==> config.mk <==
export PLATFORM = sky130hd
export DESIGN_NAME = mux4_rr_arbiter
export DESIGN_NICKNAME = d
export VERILOG_FILES = /design/src/rtl/mux4_rr_arbiter.sv
export SDC_FILE = /design/constraint.sdc
export NUM_CORES = 1
export LEC_CHECK = 0
export CORE_MARGIN = 1.5
export CORE_UTILIZATION = 45
export DETAILED_ROUTE_END_ITERATION = 16
export GPL_ROUTABILITY_DRIVEN = 0
export PLACE_DENSITY = 0.72
export SLEW_MARGIN = 20
export SYNTH_ARGS = -nofsm -noshare
export SYNTH_HDL_FRONTEND = slang
export SYNTH_SLANG_ARGS = --single-unit
==> constraint.sdc <==
create_clock -name clk -period 2.4 [get_ports clk]
set_input_delay 0.6 -clock clk [delete_from_list [all_inputs] [get_ports clk]]
set_output_delay 0.6 -clock clk [all_outputs]
set_load 0.05 [all_outputs]
==> src/rtl/mux4_rr_arbiter.sv <==
// Round-robin arbiter driving the select lines of a downstream 4:1 mux.
// Grants one of four requesters at a time; each grant lasts at most MAX_HOLD cycles.
module mux4_rr_arbiter #(
   parameter int unsigned MAX_HOLD = 4
) (
   input  logic       clk,
   input  logic       rst,
   input  logic [3:0] req,
   output logic       s1,
   output logic       s0,
   output logic [3:0] gnt,
   output logic       busy
);

   localparam int unsigned CNT_W = (MAX_HOLD > 1) ? $clog2(MAX_HOLD) : 1;

   typedef enum logic {IDLE = 1'b0, GRANT = 1'b1} state_t;

   state_t             state_q, state_d;
   logic [1:0]         ptr_q, ptr_d;
   logic [1:0]         g_q, g_d;
   logic [CNT_W-1:0]   cnt_q, cnt_d;
   logic [3:0]         gnt_d;
   logic [3:0]         mask_req;
   logic [2:0]         win;
   logic               drop;
   logic               limit;

   // Returns {found, index} of the first requester at or after p, wrapping 3->0.
   function automatic logic [2:0] search(input logic [3:0] r, input logic [1:0] p);
      logic [2:0] res;
      logic [1:0] idx;
      res = 3'b000;
      for (int i = 3; i >= 0; i--) begin
         idx = p + 2'(i);
         if (r[idx]) res = {1'b1, idx};
      end
      return res;
   endfunction

   always_ff @(posedge clk) begin
      if (rst) begin
         state_q <= IDLE;
         ptr_q   <= 2'd0;
         g_q     <= 2'd0;
         cnt_q   <= '0;
         gnt     <= 4'b0000;
         s1      <= 1'b0;
         s0      <= 1'b0;
         busy    <= 1'b0;
      end else begin
         state_q <= state_d;
         ptr_q   <= ptr_d;
         g_q     <= g_d;
         cnt_q   <= cnt_d;
         gnt     <= gnt_d;
         s1      <= g_d[1];
         s0      <= g_d[0];
         busy    <= (state_d == GRANT);
      end
   end

   always_comb begin
      state_d  = state_q;
      ptr_d    = ptr_q;
      g_d      = g_q;
      cnt_d    = cnt_q;
      mask_req = req;
      win      = 3'b000;
      drop     = !req[g_q];
      limit    = (cnt_q == CNT_W'(MAX_HOLD - 1));

      unique case (state_q)
         IDLE: begin
            win = search(req, ptr_q);
            if (win[2]) begin
               state_d = GRANT;
               g_d     = win[1:0];
               cnt_d   = '0;
            end
         end
         GRANT: begin
            if (drop || limit) begin
               // The released index is searched last; masked only when it dropped its request.
               ptr_d = g_q + 2'd1;
               if (drop) mask_req = req & ~(4'b0001 << g_q);
               win = search(mask_req, g_q + 2'd1);
               if (win[2]) begin
                  g_d   = win[1:0];
                  cnt_d = '0;
               end else begin
                  state_d = IDLE;
               end
            end else begin
               cnt_d = cnt_q + CNT_W'(1);
            end
         end
         default: state_d = IDLE;
      endcase

      gnt_d = (state_d == GRANT) ? (4'b0001 << g_d) : 4'b0000;
   end

endmodule

After elaboration in Yosys (flattened, before gate mapping)
Index checks and enable logic that the tools add are counted.
Operators by class
  shift-type cells: 2
  reduce and logical (&&, ||, !) cells: 5
  equality and inequality tests: 3
  add/sub/neg operators: 8
  order comparisons: 9
  multiplexer cells: 44
  bitwise operators: 4
Operator list (number)
  $mux W3: 11
  $lt A2 B3 Y1 const B: 9
  $bmux W1 S2: 9
  $mux W1: 12
  $mux W2: 6
  $mux W4: 3
  $add A2 B1 Y2 const B: 4
  $add A2 B2 Y2 const B: 4
  $pmux W2 S2: 2
  $shl A1 B2 Y4 const A: 2
  $and A4 B4 Y4: 1
  $not A4 Y4: 1
  $reduce_and A2 Y1: 2
  $ne A3 B2 Y1 const B: 1
  $eq A2 B2 Y1 const B: 1
  $ne A2 B1 Y1 const B: 1
  $not A1 Y1: 2
  $pmux W1 S2: 1
  $reduce_or A2 Y1: 1
  $logic_not A1 Y1: 1
  $logic_or A1 B1 Y1: 1
Storage, ports and cells
  word-level logic and storage cells: 82
  flip-flop bits (word level): 13
  input port bits: 6
  output and inout port bits: 7

Depth between registers and ports, before layout
Gate-level depths: netlist of the first run.
  depth in word-level cells: 19
  gate-level depth with buffers: 8

Worst setup path before layout of the first run
No wires, ideal clock.
  path kind: reg-to-reg
  from: register s1 (netlist name)
  to: register gnt[1]
  stages on the path, launching flop included: 8
  period minus slack after synthesis: 2657 ps
  arrival time: 2541 ps
  slack: -257 ps
  cell sequence: dfxtp_1 ha_1 nor3b_1 a211oi_1 o311a_1 a211o_1 a311oi_2 and3b_1
RTL lines
  to (signal assigned): RTL line 56  | gnt <= gnt_d;
  to (decl): RTL line 11  | output logic [3:0] gnt,

==> results of run 1 <==
-- what timing repair did --
item / CTS / global route
setup buffers: 0 / 1
endpoints found under the setup margin: 4 / 8
pin swaps: 2 / 4
gates resized for setup: 5 / 18
-- path summary, 6_finish.rpt --
path	to	cells past startpoint	startpoint	slack (ns)
worst min-delay path	cnt_q[1]$_SDFFE_PP0P_	2	cnt_q[1]$_SDFFE_PP0P_	0.52
worst max register to register	gnt[1]$_SDFF_PP0_	8	g_q[0]$_SDFF_PP0_	0.17
worst min register to register	cnt_q[1]$_SDFFE_PP0P_	2	cnt_q[1]$_SDFFE_PP0P_	0.52
worst max-delay path	s0	2	g_q[0]$_SDFF_PP0_	0.12
-- layer usage --
metal | global-route usage [%] | up-vias | wire (um)
li1 | - | 410 | -
met1 | 27.6 | 390 | 956
met2 | 36.5 | 18 | 907
met3 | 4.58 | 2 | 71
met4 | 11.5 | 0 | 8
met5 | 0 | - | 0
-- per-stage QoR --
step / worst slack, ns / total power, mW
2_1_floorplan: 0.0269 / 0.419
3_3_place_gp: -0.355 / 0.523
3_5_place_dp: -0.384 / 0.526
4_1_cts: -0.000125 / 0.662
5_1_grt: 0.0392 / 0.730
6_report: 0.117 / 0.688
-- power breakdown --
part	total [mW]	switching, mW	internal (mW)
clock network	0.122	0.0574	0.0643
registers	0.227	0.0209	0.206
logic	0.340	0.189	0.151
total	0.688	0.267	0.422
-- state kept, by name, summed over array words and instances, names as in the netlist --
register,cells
ptr_q,2
state_q,1
g_q,1
s1,1
gnt,4
cnt_q,2
-- placed cells by master, fill, tap and decap left out, types with 4 or more instances in the layout --
cell type and n:
o21ai_0 4, nand2_1 4, clkdlybuf4s50_1 8, dlymetal6s2s_1 4, nor2_1 13, buf_4 18, dfxtp_1 9, a21oi_1 4
-- cells by family after synthesis --
group,share of synthesized area (%)
adders and majority gates,4.98
buffers and inverters,4.97
AOI/OAI and AO/OA,29.0
and+or+nand+nor,26.4
muxes,5.47
DFF,29.2
-- area by class of cell --
type / count / area, um2 / share of cell area [%]
clock buffer: 4 / 26.3 / 2.30
multi-input combinational: 73 / 576 / 50.4
timing repair buffer: 31 / 277 / 24.2
sequential: 11 / 225 / 19.7
tap: 16 / 20.0 / 1.75
inverter: 5 / 18.8 / 1.64
-- critical path, stage by stage, from the launching register on --
cell	delay, ns
dfxtp_2	0.36
buf_4	0.22
clkdlybuf4s50_1	0.83
==> Implementation_results.wiki, run 1 <==
{| class="wikitable"
! Metric !! Value
|-
| Result of the run || finished, final reports clean
|-
| Count of distinct cell types in the synthesized netlist || 39
|-
| Most frequently used flop master after synthesis || dfxtp_1
|-
| Maximum clock frequency || 438 MHz
|-
| Syn avg cell area || 8.11 um2
|-
| Std-Cell Rows || 14
|-
| Vias in the first global route || 816
|-
| Total inserted antenna cells || 0
|-
| Biggest area contributors in the synthesized netlist || dfxtp_1, nor2_1, ha_1, mux2i_1, a21oi_1
|-
| Top-level port count || 13
|-
| Clock Latency Late Sink || 0.26 ns
|-
| Total number of yosys warnings || 0
|-
| Maximum fanout count along the critical path || 12
|-
| Minimum period implied by the final worst setup slack || 2.28 ns
|-
| Worst relative slew slack || 66.3%
|-
| Count of antenna-violating nets left after detailed routing || 0
|-
| Clock tree from TritonCTS || built
|-
| Clock Tree Buf Depth || 2
|-
| Number of cells produced by synthesis || 93
|-
| Share of the synthesized area in the top cell type || 29.2%
|-
| Fill cells || 127
|-
| Vertical die dimension || 43.9 um
|-
| Placed cell area || 0.00102 mm2
|-
| Post-synthesis net count || 102
|-
| Final hold slack || 0.522 ns
|-
| Sum of negative setup slack || 0 ns
|-
| Maximum number of pins on one net before global-route repair || 13
|-
| Iteration count of the initial detailed-routing pass || 4
|-
| Fin Clk Skew || 0.00367 ns
|-
| Final Cycle Share || 95.1%
|-
| Nets || 134
|-
| Synthesis-to-finish area growth || 51.4%
|-
| Number of CTS-inserted buffers || 3
|-
| Hold crit path type || reg -> reg
|-
| Crit path capture type || output port
|-
| Wire length of the first global-routing pass || 3240 um
|-
| Critical path class || reg -> out
|-
| Reported leakage power || 0.497 nW
|-
| Per-cell via count in the routed design || 5.86
|-
| Util after Layout || 74.1%
|-
| Arrival time of data at the critical path endpoint || 1.68 ns
|-
| Fraction of registers with async set or reset after synthesis || 0%
|-
| Starting density of the core || 48.9%
|-
| Cell taking the most area after synthesis || dfxtp_1
|-
| Vias || 820
|-
| Actual transition at the worst max-transition pin || 0.504 ns
|-
| Setup repair after global routing missed its margin || false
|-
| Clk root buf || clkbuf_4
|-
| Synthesis-stage register bit count || 11
|-
| Routed WL || 1940 um
|-
| Die ar. || 0.00193 mm2
|-
| Post-CTS clock slew at the launch and capture registers of the worst setup and hold paths || 0.07 ns
|-
| Final setup fails || 0
|-
| I/O Buffers || 12
|-
| Instance count after placement with tap cells included || 135
|-
| Layout cell share with drive strength beyond 1 || 35.5%
|-
| Clock sink count || 11
|-
| Die X-Extent || 43.9 um
|-
| Area of the mapped netlist || 754 um2
|-
| Number of flops mapped to enable cells by yosys || 0
|-
| Count of final max-slew check failures || 0
|-
| Power per standard cell area || 603 mW/mm2
|-
| Top post-synthesis cells by count || nor2_1, dfxtp_1, a21oi_1, inv_1
|-
| Worst voltage drop across the vdd grid || 0.000442 V
|-
| Final hold violation count || 0
|-
| Maximum level of the CTS H-tree || 1
|-
| Most repeated cell in the gate-level netlist after synthesis || nor2_1
|-
| Count of maximum capacitance violations || 0
|-
| Initial antenna violation count || 0
|-
| Total routing resource utilization after global routing || 22.4%
|-
| Post-route DRC violation count || 0
|-
| Design Area, Final || 0.00114 mm2
|-
| Startpoint Class || flip-flop
|-
| Number of hold buffers added after CTS || 0
|-
| Placed wire-length estimate || 1370 um
|-
| Core Box Area || 0.00154 mm2
|-
| Non-filler instance count after layout || 140
|-
| First-iteration detailed-routing DRC count || 32
|-
| Required arrival time at the worst endpoint || 1.80 ns
|-
| Per-cell routed wire length || 13.9 um
|-
| Share of synthesized area occupied by flip-flops and latches || 29.2%
|-
| Total grt overflow || 0
|}
No activity file was read; power rests on OpenSTA's default activity.
==> run 2: changes to the inputs <==
--- a/config.mk
+++ b/config.mk
@@ -5,6 +5,8 @@
 export SDC_FILE = /design/constraint.sdc
 export NUM_CORES = 1
 export LEC_CHECK = 0
+export CAP_MARGIN = 20
+export CORE_ASPECT_RATIO = 1.2
 export CORE_MARGIN = 1.5
 export CORE_UTILIZATION = 45
 export DETAILED_ROUTE_END_ITERATION = 16
==> run 2 against run 1 <==
Via count decreased by 2.3%. Non-clock buffer count decreased by 3. Critical path type unchanged. Sequential share of layout area up 0.69 points. Routed wire length is 2.9% higher. Largest cell class unchanged. Critical path depth did not move. Total power fell by 1.4%. Utilization is 5.2 points lower. Maximum frequency up 0.69%. Register-to-register slack got worse by 0.03 ns. Global-route usage increased by 1.8 points. Die area hardly changed. Critical endpoint unchanged. Sequential power about the same.
==> Implementation_results.wiki, run 2 (synthesized netlist as in run 1, its figures left out) <==
{| class="wikitable"
! Metric !! Value
|-
| Post-route DRC violation count || 0 (unchanged)
|-
| Startpoint Class || flip-flop (unchanged)
|-
| Minimum period implied by the final worst setup slack || 2.27 ns (was 2.28 ns)
|-
| Count of maximum capacitance violations || 0 (unchanged)
|-
| Nets || 131 (was 134)
|-
| Required arrival time at the worst endpoint || 1.80 ns (about the same)
|-
| Part of the power in combinational logic || 48.6% (was 49.4%)
|-
| R2R cell count || 7 (was 8)
|-
| Wire length of the first global-routing pass || 3240 um (about the same)
|-
| Most common cell after layout, fill and taps aside || buf_4 (unchanged)
|-
| Maximum number of pins on one net before global-route repair || 13 (unchanged)
|-
| Reported leakage power || 0.471 nW (was 0.497 nW)
|-
| Placed cell area || 0.00100 mm2 (was 0.00102 mm2)
|-
| Startpoint of the most critical hold path || ptr_q[0]$_SDFFE_PP0P_ (was cnt_q[1]$_SDFFE_PP0P_)
|-
| Worst R2R Setup Slack || 0.14 ns (was 0.17 ns)
|-
| Iteration count of the initial detailed-routing pass || 4 (unchanged)
|-
| Initial antenna violation count || 0 (unchanged)
|-
| I/O Buffers || 12 (unchanged)
|-
| Hold Path Depth || 2 (unchanged)
|-
| Worst relative slew slack || 66.2% (was 66.3%)
|-
| Count of antenna-violating nets left after detailed routing || 0 (unchanged)
|-
| Post-CTS clock slew at the launch and capture registers of the worst setup and hold paths || 0.06 ns (was 0.07 ns)
|-
| Maximum clock frequency || 441 MHz (was 438 MHz)
|-
| Setup repair after global routing missed its margin || false (unchanged)
|-
| Total routing resource utilization after global routing || 24.2% (was 22.4%)
|-
| Clock sink count || 11 (unchanged)
|-
| Std-Cell Rows || 16 (was 14)
|-
| Final critical-path setup slack || 0.133 ns (was 0.117 ns)
|-
| Clk root buf || clkbuf_4 (unchanged)
|-
| Beginning of the worst register-to-register path || s1$_SDFF_PP0_ (was g_q[0]$_SDFF_PP0_)
|-
| Pwr Total || 0.679 mW (was 0.688 mW)
|-
| Total grt overflow || 0 (unchanged)
|-
| Number of hold buffers added after CTS || 0 (unchanged)
|-
| Number of CTS-inserted buffers || 3 (unchanged)
|-
| Crit path capture type || output port (unchanged)
|-
| Maximum level of the CTS H-tree || 1 (unchanged)
|-
| Arrival time of data at the critical path endpoint || 1.67 ns (was 1.68 ns)
|-
| Net switching power figure || 0.265 mW (was 0.267 mW)
|-
| Clock Tree Buf Depth || 2 (unchanged)
|-
| Die X-Extent || 40.4 um (was 43.9 um)
|-
| Regs by FF count || gnt (4), cnt_q (2), ptr_q (2) (unchanged)
|-
| Power per standard cell area || 615 mW/mm2 (was 603 mW/mm2)
|-
| Result of the run || finished, final reports clean (unchanged)
|-
| Vias || 801 (was 820)
|-
| Synthesis-to-finish area growth || 46.3% (was 51.4%)
|-
| Final Cycle Share || 94.5% (was 95.1%)
|-
| Highest-count cells in the layout ignoring fill and taps || buf_4, nor2_1, dfxtp_1 (unchanged)
|-
| Final hold violation count || 0 (unchanged)
|-
| Total inserted antenna cells || 0 (unchanged)
|-
| Critical path class || reg -> out (unchanged)
|-
| Final setup fails || 0 (unchanged)
|-
| Count of final max-slew check failures || 0 (unchanged)
|-
| Design Area, Final || 0.00110 mm2 (was 0.00114 mm2)
|-
| Routed WL || 2000 um (was 1940 um)
|-
| Worst voltage drop across the vdd grid || 0.000414 V (was 0.000442 V)
|-
| Fin Clk Skew || 0.00121 ns (was 0.00367 ns)
|-
| Hold EP || ptr_q[0]$_SDFFE_PP0P_ (was cnt_q[1]$_SDFFE_PP0P_)
|-
| Worst slack at placement || -0.442 ns (was -0.384 ns)
|-
| Layout cell share with drive strength beyond 1 || 29.8% (was 35.5%)
|-
| Hold crit path type || reg -> reg (unchanged)
|-
| Per-cell routed wire length || 14.4 um (was 13.9 um)
|-
| Internal Dissipation || 0.414 mW (was 0.422 mW)
|-
| Sum of negative setup slack || 0 ns (unchanged)
|-
| First-iteration detailed-routing DRC count || 10 (was 32)
|-
| Biggest register || gnt (unchanged)
|-
| Die ar. || 0.00193 mm2 (about the same)
|-
| Worst R2R End || gnt[1]$_SDFF_PP0_ (unchanged)
|-
| Actual transition at the worst max-transition pin || 0.505 ns (was 0.504 ns)
|-
| Placed wire-length estimate || 1500 um (was 1370 um)
|-
| Max FFs per register || 4 (unchanged)
|-
| Clock tree from TritonCTS || built (unchanged)
|-
| Per-cell via count in the routed design || 5.76 (was 5.86)
|-
| Vertical die dimension || 47.9 um (was 43.9 um)
|-
| Switching Share || 39.0% (was 38.8%)
|-
| Maximum fanout count along the critical path || 12 (unchanged)
|-
| Clock Latency Late Sink || 0.26 ns (about the same)
|-
| Vias in the first global route || 798 (was 816)
|-
| Top-level port count || 13 (unchanged)
|-
| Clock share of power || 17.6% (was 17.7%)
|-
| Post-CTS setup-driven buffer insertion count || 0 (unchanged)
|-
| Core Box Area || 0.00160 mm2 (was 0.00154 mm2)
|-
| Starting density of the core || 47.1% (was 48.9%)
|-
| Sequential Power Share || 33.8% (was 33.0%)
|}
-- run 2: cell count changes in the layout (fill, tap and decap cells not counted), moves of 2 or more --
| cell | delta |
|---|---|
| buf_4 | -2 |
| dlygate4sd2_1 | +2 |
| dlymetal6s2s_1 | -2 |
| ha_1 | +2 |
| ha_2 | -2 |
| inv_1 | +2 |
| inv_2 | -2 |
-- run 2: what timing repair did --
item / in CTS / in global routing
endpoints found under the setup margin: 5 / 4
resized for setup: 11 / 7
pin swaps: 5 / 4
gates cloned: 0 / 0
hold endpoints to repair: 0 / 0
-- run 2: worst max path at each step --
stage / start / endpoint / cells after the start
2_1_floorplan: g_q[0]$_SDFF_PP0_ / gnt[1]$_SDFF_PP0_ / 7
3_3_place_gp: req[0] / gnt[1]$_SDFF_PP0_ / 7
3_5_place_dp: req[1] / gnt[1]$_SDFF_PP0_ / 8
4_1_cts: req[3] / gnt[2]$_SDFF_PP0_ / 7
5_1_grt: g_q[0]$_SDFF_PP0_ / gnt[1]$_SDFF_PP0_ / 8
6_report: g_q[0]$_SDFF_PP0_ / s0 / 2
-- run 2: routing by layer --
metal	routed length, um	global-route usage (%)
met1	845	27.0
met2	1060	44.1
met3	65	1.86
met4	26	12.7
met5	0	0
-- run 2: area by class of cell --
| class | instances | area [um2] |
|---|---|---|
| tap | 18 | 22.5 |
| timing repair buffer | 28 | 243 |
| clock buffer | 4 | 26.3 |
| sequential | 11 | 225 |
| inverter | 5 | 18.8 |
| fill | 136 | 498 |
| multi-input combinational | 73 | 568 |
-- run 2: through the flow --
stage / utilization, % / hold WS, ns / instances
finish: 68.9 / 0.530 / 139
global route: 68.9 / 0.591 / 139
CTS: 66.6 / 0.535 / 139
detailed placement: 62.7 / 0.522 / 135
global placement: 62.7 / 0.498 / 135
floorplan: - / 0.481 / 93
-- run 2: worst max-delay path, stage by stage, from the launching register on --
cell             delay (ns)
dfxtp_2                0.36
buf_4                  0.22
clkdlybuf4s50_1        0.83
-- run 2: power by group through the flow --
stage	clock [mW]	sequential [mW]	combinational, mW
final	0.120	0.229	0.330
after global routing	0.134	0.233	0.355
after CTS	0.124	0.228	0.312
after detailed placement	0	0.230	0.296
after global placement	0	0.230	0.291
after floorplan	0	0.281	0.137
==> run 3: changes to the inputs <==
--- a/config.mk
+++ b/config.mk
@@ -6,13 +6,12 @@
 export NUM_CORES = 1
 export LEC_CHECK = 0
 export CAP_MARGIN = 20
-export CORE_ASPECT_RATIO = 1.2
 export CORE_MARGIN = 1.5
-export CORE_UTILIZATION = 45
+export CORE_UTILIZATION = 50
+export CTS_CLUSTER_DIAMETER = 30
 export DETAILED_ROUTE_END_ITERATION = 16
 export GPL_ROUTABILITY_DRIVEN = 0
-export PLACE_DENSITY = 0.72
-export SLEW_MARGIN = 20
+export PLACE_DENSITY = 0.76
 export SYNTH_ARGS = -nofsm -noshare
 export SYNTH_HDL_FRONTEND = slang
 export SYNTH_SLANG_ARGS = --single-unit
==> constraint.sdc (replaced) <==
create_clock -name clk -period 2.1 [get_ports clk]
set_input_delay 0.525 -clock clk [delete_from_list [all_inputs] [get_ports clk]]
set_output_delay 0.525 -clock clk [all_outputs]
set_load 0.05 [all_outputs]
==> run 3 against run 2 <==
The run now ends with negative setup slack left. Global-route usage is 1.8 points higher. Final cell count grew 3.6%. Combinational power rose by 46%. Sequential power grew 16%. Via count up 19%. Total power grew 31%. Register-to-register slack worse by 0.33 ns. Die area decreased by 9.4%. Final area grew 11%. Critical path type is now reg -> reg. Largest cell class unchanged.
==> Implementation_results.wiki, run 3 (synthesized netlist as in run 1, its figures left out) <==
{| class="wikitable"
! Metric !! Value
|-
| Result of the run || finished, violations left (was finished, final reports clean)
|-
| Failing checks || negative setup slack
|-
| Clock sink count || 11 (unchanged)
|-
| Power per standard cell area || 728 mW/mm2 (was 615 mW/mm2)
|-
| Top-level port count || 13 (unchanged)
|-
| Vertical die dimension || 41.8 um (was 47.9 um)
|-
| I/O Buffers || 12 (unchanged)
|-
| Worst R2R End || gnt[2]$_SDFF_PP0_ (was gnt[1]$_SDFF_PP0_)
|-
| Fin Clk Skew || 0.00213 ns (was 0.00121 ns)
|-
| Fill cells || 60 (was 136)
|-
| Placed wire-length estimate || 1470 um (was 1500 um)
|-
| Final critical-path setup slack || -0.192 ns (was 0.133 ns)
|-
| Max FFs per register || 4 (unchanged)
|-
| Vias || 955 (was 801)
|-
| Switching Share || 41.9% (was 39.0%)
|-
| Total routing resource utilization after global routing || 26.0% (was 24.2%)
|-
| Layout cell share with drive strength beyond 1 || 42.6% (was 29.8%)
|-
| Post-CTS clock slew at the launch and capture registers of the worst setup and hold paths || 0.07 ns (was 0.06 ns)
|-
| Total inserted antenna cells || 0 (unchanged)
|-
| Clock Latency Late Sink || 0.27 ns (was 0.26 ns)
|-
| Pwr Total || 0.891 mW (was 0.679 mW)
|-
| Crit path capture type || flip-flop (was output port)
|-
| Count of maximum capacitance violations || 0 (unchanged)
|-
| Highest-count cells in the layout ignoring fill and taps || buf_4, nor2_1, dfxtp_1 (unchanged)
|-
| Regs by FF count || gnt (4), cnt_q (2), ptr_q (2) (unchanged)
|-
| Worst slack at placement || -0.639 ns (was -0.442 ns)
|-
| Hold crit path type || reg -> reg (unchanged)
|-
| Per-cell via count in the routed design || 6.63 (was 5.76)
|-
| Clock tree from TritonCTS || built (unchanged)
|-
| Maximum level of the CTS H-tree || 1 (unchanged)
|-
| Startpoint Class || flip-flop (unchanged)
|-
| Post-route DRC violation count || 0 (unchanged)
|-
| Clock share of power || 16.1% (was 17.6%)
|-
| Required arrival time at the worst endpoint || 2.27 ns (was 1.80 ns)
|-
| First-iteration detailed-routing DRC count || 49 (was 10)
|-
| Sequential Power Share || 29.9% (was 33.8%)
|-
| Synthesis-to-finish area growth || 62.2% (was 46.3%)
|-
| Maximum number of pins on one net before global-route repair || 15 (was 13)
|-
| R2R cell count || 6 (was 7)
|-
| Actual transition at the worst max-transition pin || 0.505 ns (about the same)
|-
| Number of hold buffers added after CTS || 0 (unchanged)
|-
| Iteration count of the initial detailed-routing pass || 4 (unchanged)
|-
| Maximum fanout count along the critical path || 6 (was 12)
|-
| Biggest register || gnt (unchanged)
|-
| Nets || 139 (was 131)
|-
| Std-Cell Rows || 13 (was 16)
|-
| Startpoint of the most critical hold path || cnt_q[0]$_SDFFE_PP0P_ (was ptr_q[0]$_SDFFE_PP0P_)
|-
| Placed cell area || 0.00104 mm2 (was 0.00100 mm2)
|-
| Most common cell after layout, fill and taps aside || buf_4 (unchanged)
|-
| Worst relative slew slack || 66.2% (about the same)
|-
| Final setup fails || 7 (was 0)
|-
| Sequential cell area || 228 um2 (was 225 um2)
|-
| Worst voltage drop across the vdd grid || 0.000640 V (was 0.000414 V)
|-
| Routed WL || 3110 um (was 2000 um)
|-
| Final Cycle Share || 109%
|-
| Internal Dissipation || 0.518 mW (was 0.414 mW)
|-
| Core Box Area || 0.00135 mm2 (was 0.00160 mm2)
|-
| Reported leakage power || 0.504 nW (was 0.471 nW)
|-
| Beginning of the worst register-to-register path || s1$_SDFF_PP0_ (unchanged)
|-
| Count of antenna-violating nets left after detailed routing || 0 (unchanged)
|-
| Clock Tree Buf Depth || 2 (unchanged)
|-
| Critical path class || reg -> reg (was reg -> out)
|-
| Wire length of the first global-routing pass || 3590 um (was 3240 um)
|-
| Per-cell routed wire length || 21.6 um (was 14.4 um)
|-
| Total grt overflow || 0 (unchanged)
|-
| Setup repair after global routing missed its margin || true (was false)
|-
| Arrival time of data at the critical path endpoint || 2.46 ns (was 1.67 ns)
|-
| Minimum period implied by the final worst setup slack || 2.29 ns
|-
| Number of CTS-inserted buffers || 3 (unchanged)
|-
| Final hold violation count || 0 (unchanged)
|-
| Hold EP || cnt_q[0]$_SDFFE_PP0P_ (was ptr_q[0]$_SDFFE_PP0P_)
|-
| Net switching power figure || 0.373 mW (was 0.265 mW)
|-
| Starting density of the core || 55.9% (was 47.1%)
|-
| Part of the power in combinational logic || 54.0% (was 48.6%)
|-
| Count of final max-slew check failures || 0 (unchanged)
|-
| Initial antenna violation count || 0 (unchanged)
|-
| Maximum clock frequency || 436 MHz
|-
| Design Area, Final || 0.00122 mm2 (was 0.00110 mm2)
|-
| Hold Path Depth || 2 (unchanged)
|-
| Clk root buf || clkbuf_4 (unchanged)
|-
| Die X-Extent || 41.8 um (was 40.4 um)
|-
| Die ar. || 0.00175 mm2 (was 0.00193 mm2)
|-
| Multi-input gate area in the final layout || 634 um2 (was 568 um2)
|-
| Worst R2R Setup Slack || -0.19 ns (was 0.14 ns)
|-
| Vias in the first global route || 878 (was 798)
|}
run 3: timing repair:
item / 4_1_cts / 5_1_grt
setup endpoints to repair: 9 / 8
pin swaps: 8 / 5
buffers inserted: 4 / 4
gates resized for setup: 18 / 9
run 3: worst max-delay path: stages, from the launching register on:
cell and delay, ns:
dfxtp_4 0.41, buf_4 0.17, mux2i_2 0.32, a21oi_2 0.13, or4_1 0.59, a32oi_2 0.35, and3b_1 0.22
run 3: power groups by stage:
stage / registers [mW] / clock network, mW / logic, mW
after global routing: 0.268 / 0.155 / 0.502
after CTS: 0.261 / 0.142 / 0.405
after global placement: 0.267 / 0 / 0.346
after floorplan: 0.328 / 0 / 0.165
after detailed placement: 0.268 / 0 / 0.352
final: 0.266 / 0.143 / 0.481
run 3: how the worst max path moves through the flow:
| stage | from | end | slack [ns] | cells past startpoint |
|---|---|---|---|---|
| after floorplan | s1$_SDFF_PP0_ | gnt[1]$_SDFF_PP0_ | -0.08 | 7 |
| after global placement | req[1] | gnt[2]$_SDFF_PP0_ | -0.57 | 6 |
| after detailed placement | req[0] | gnt[1]$_SDFF_PP0_ | -0.64 | 7 |
| after CTS | s1$_SDFF_PP0_ | gnt[1]$_SDFF_PP0_ | -0.02 | 7 |
| after global routing | s1$_SDFF_PP0_ | s1$_SDFF_PP0_ | -0.26 | 7 |
| final | s1$_SDFF_PP0_ | gnt[2]$_SDFF_PP0_ | -0.19 | 6 |
run 3: area by class of cell:
| cell class | count | share of cell area [%] |
|---|---|---|
| Clock buffer | 4 | 2.15 |
| Inverter | 5 | 1.74 |
| Multi-Input combinational cell | 73 | 51.8 |
| Sequential cell | 11 | 18.6 |
| Tap cell | 15 | 1.53 |
| Timing Repair Buffer | 36 | 24.1 |
run 3: stage by stage:
step | util (%) | std cells | hold WS, ns | setup TNS (ns)
6_report | 90.6 | 144 | 0.542 | -0.946
3_3_place_gp | 77.3 | 133 | 0.494 | -4.15
4_1_cts | 85.8 | 141 | 0.542 | -0.0621
5_1_grt | 90.6 | 144 | 0.578 | -1.34
3_5_place_dp | 77.3 | 133 | 0.527 | -4.64
2_1_floorplan | - | 93 | 0.481 | -0.0931
run 3: metal layers:
layer / up-vias / GRT usage, % / share of wire, %
li1: 424 / - / -
met3: 20 / 5.65 / 7.7
met4: 0 / 14.2 / 4.5
met5: - / 0 / 0
met2: 57 / 45.0 / 48
met1: 454 / 29.1 / 39
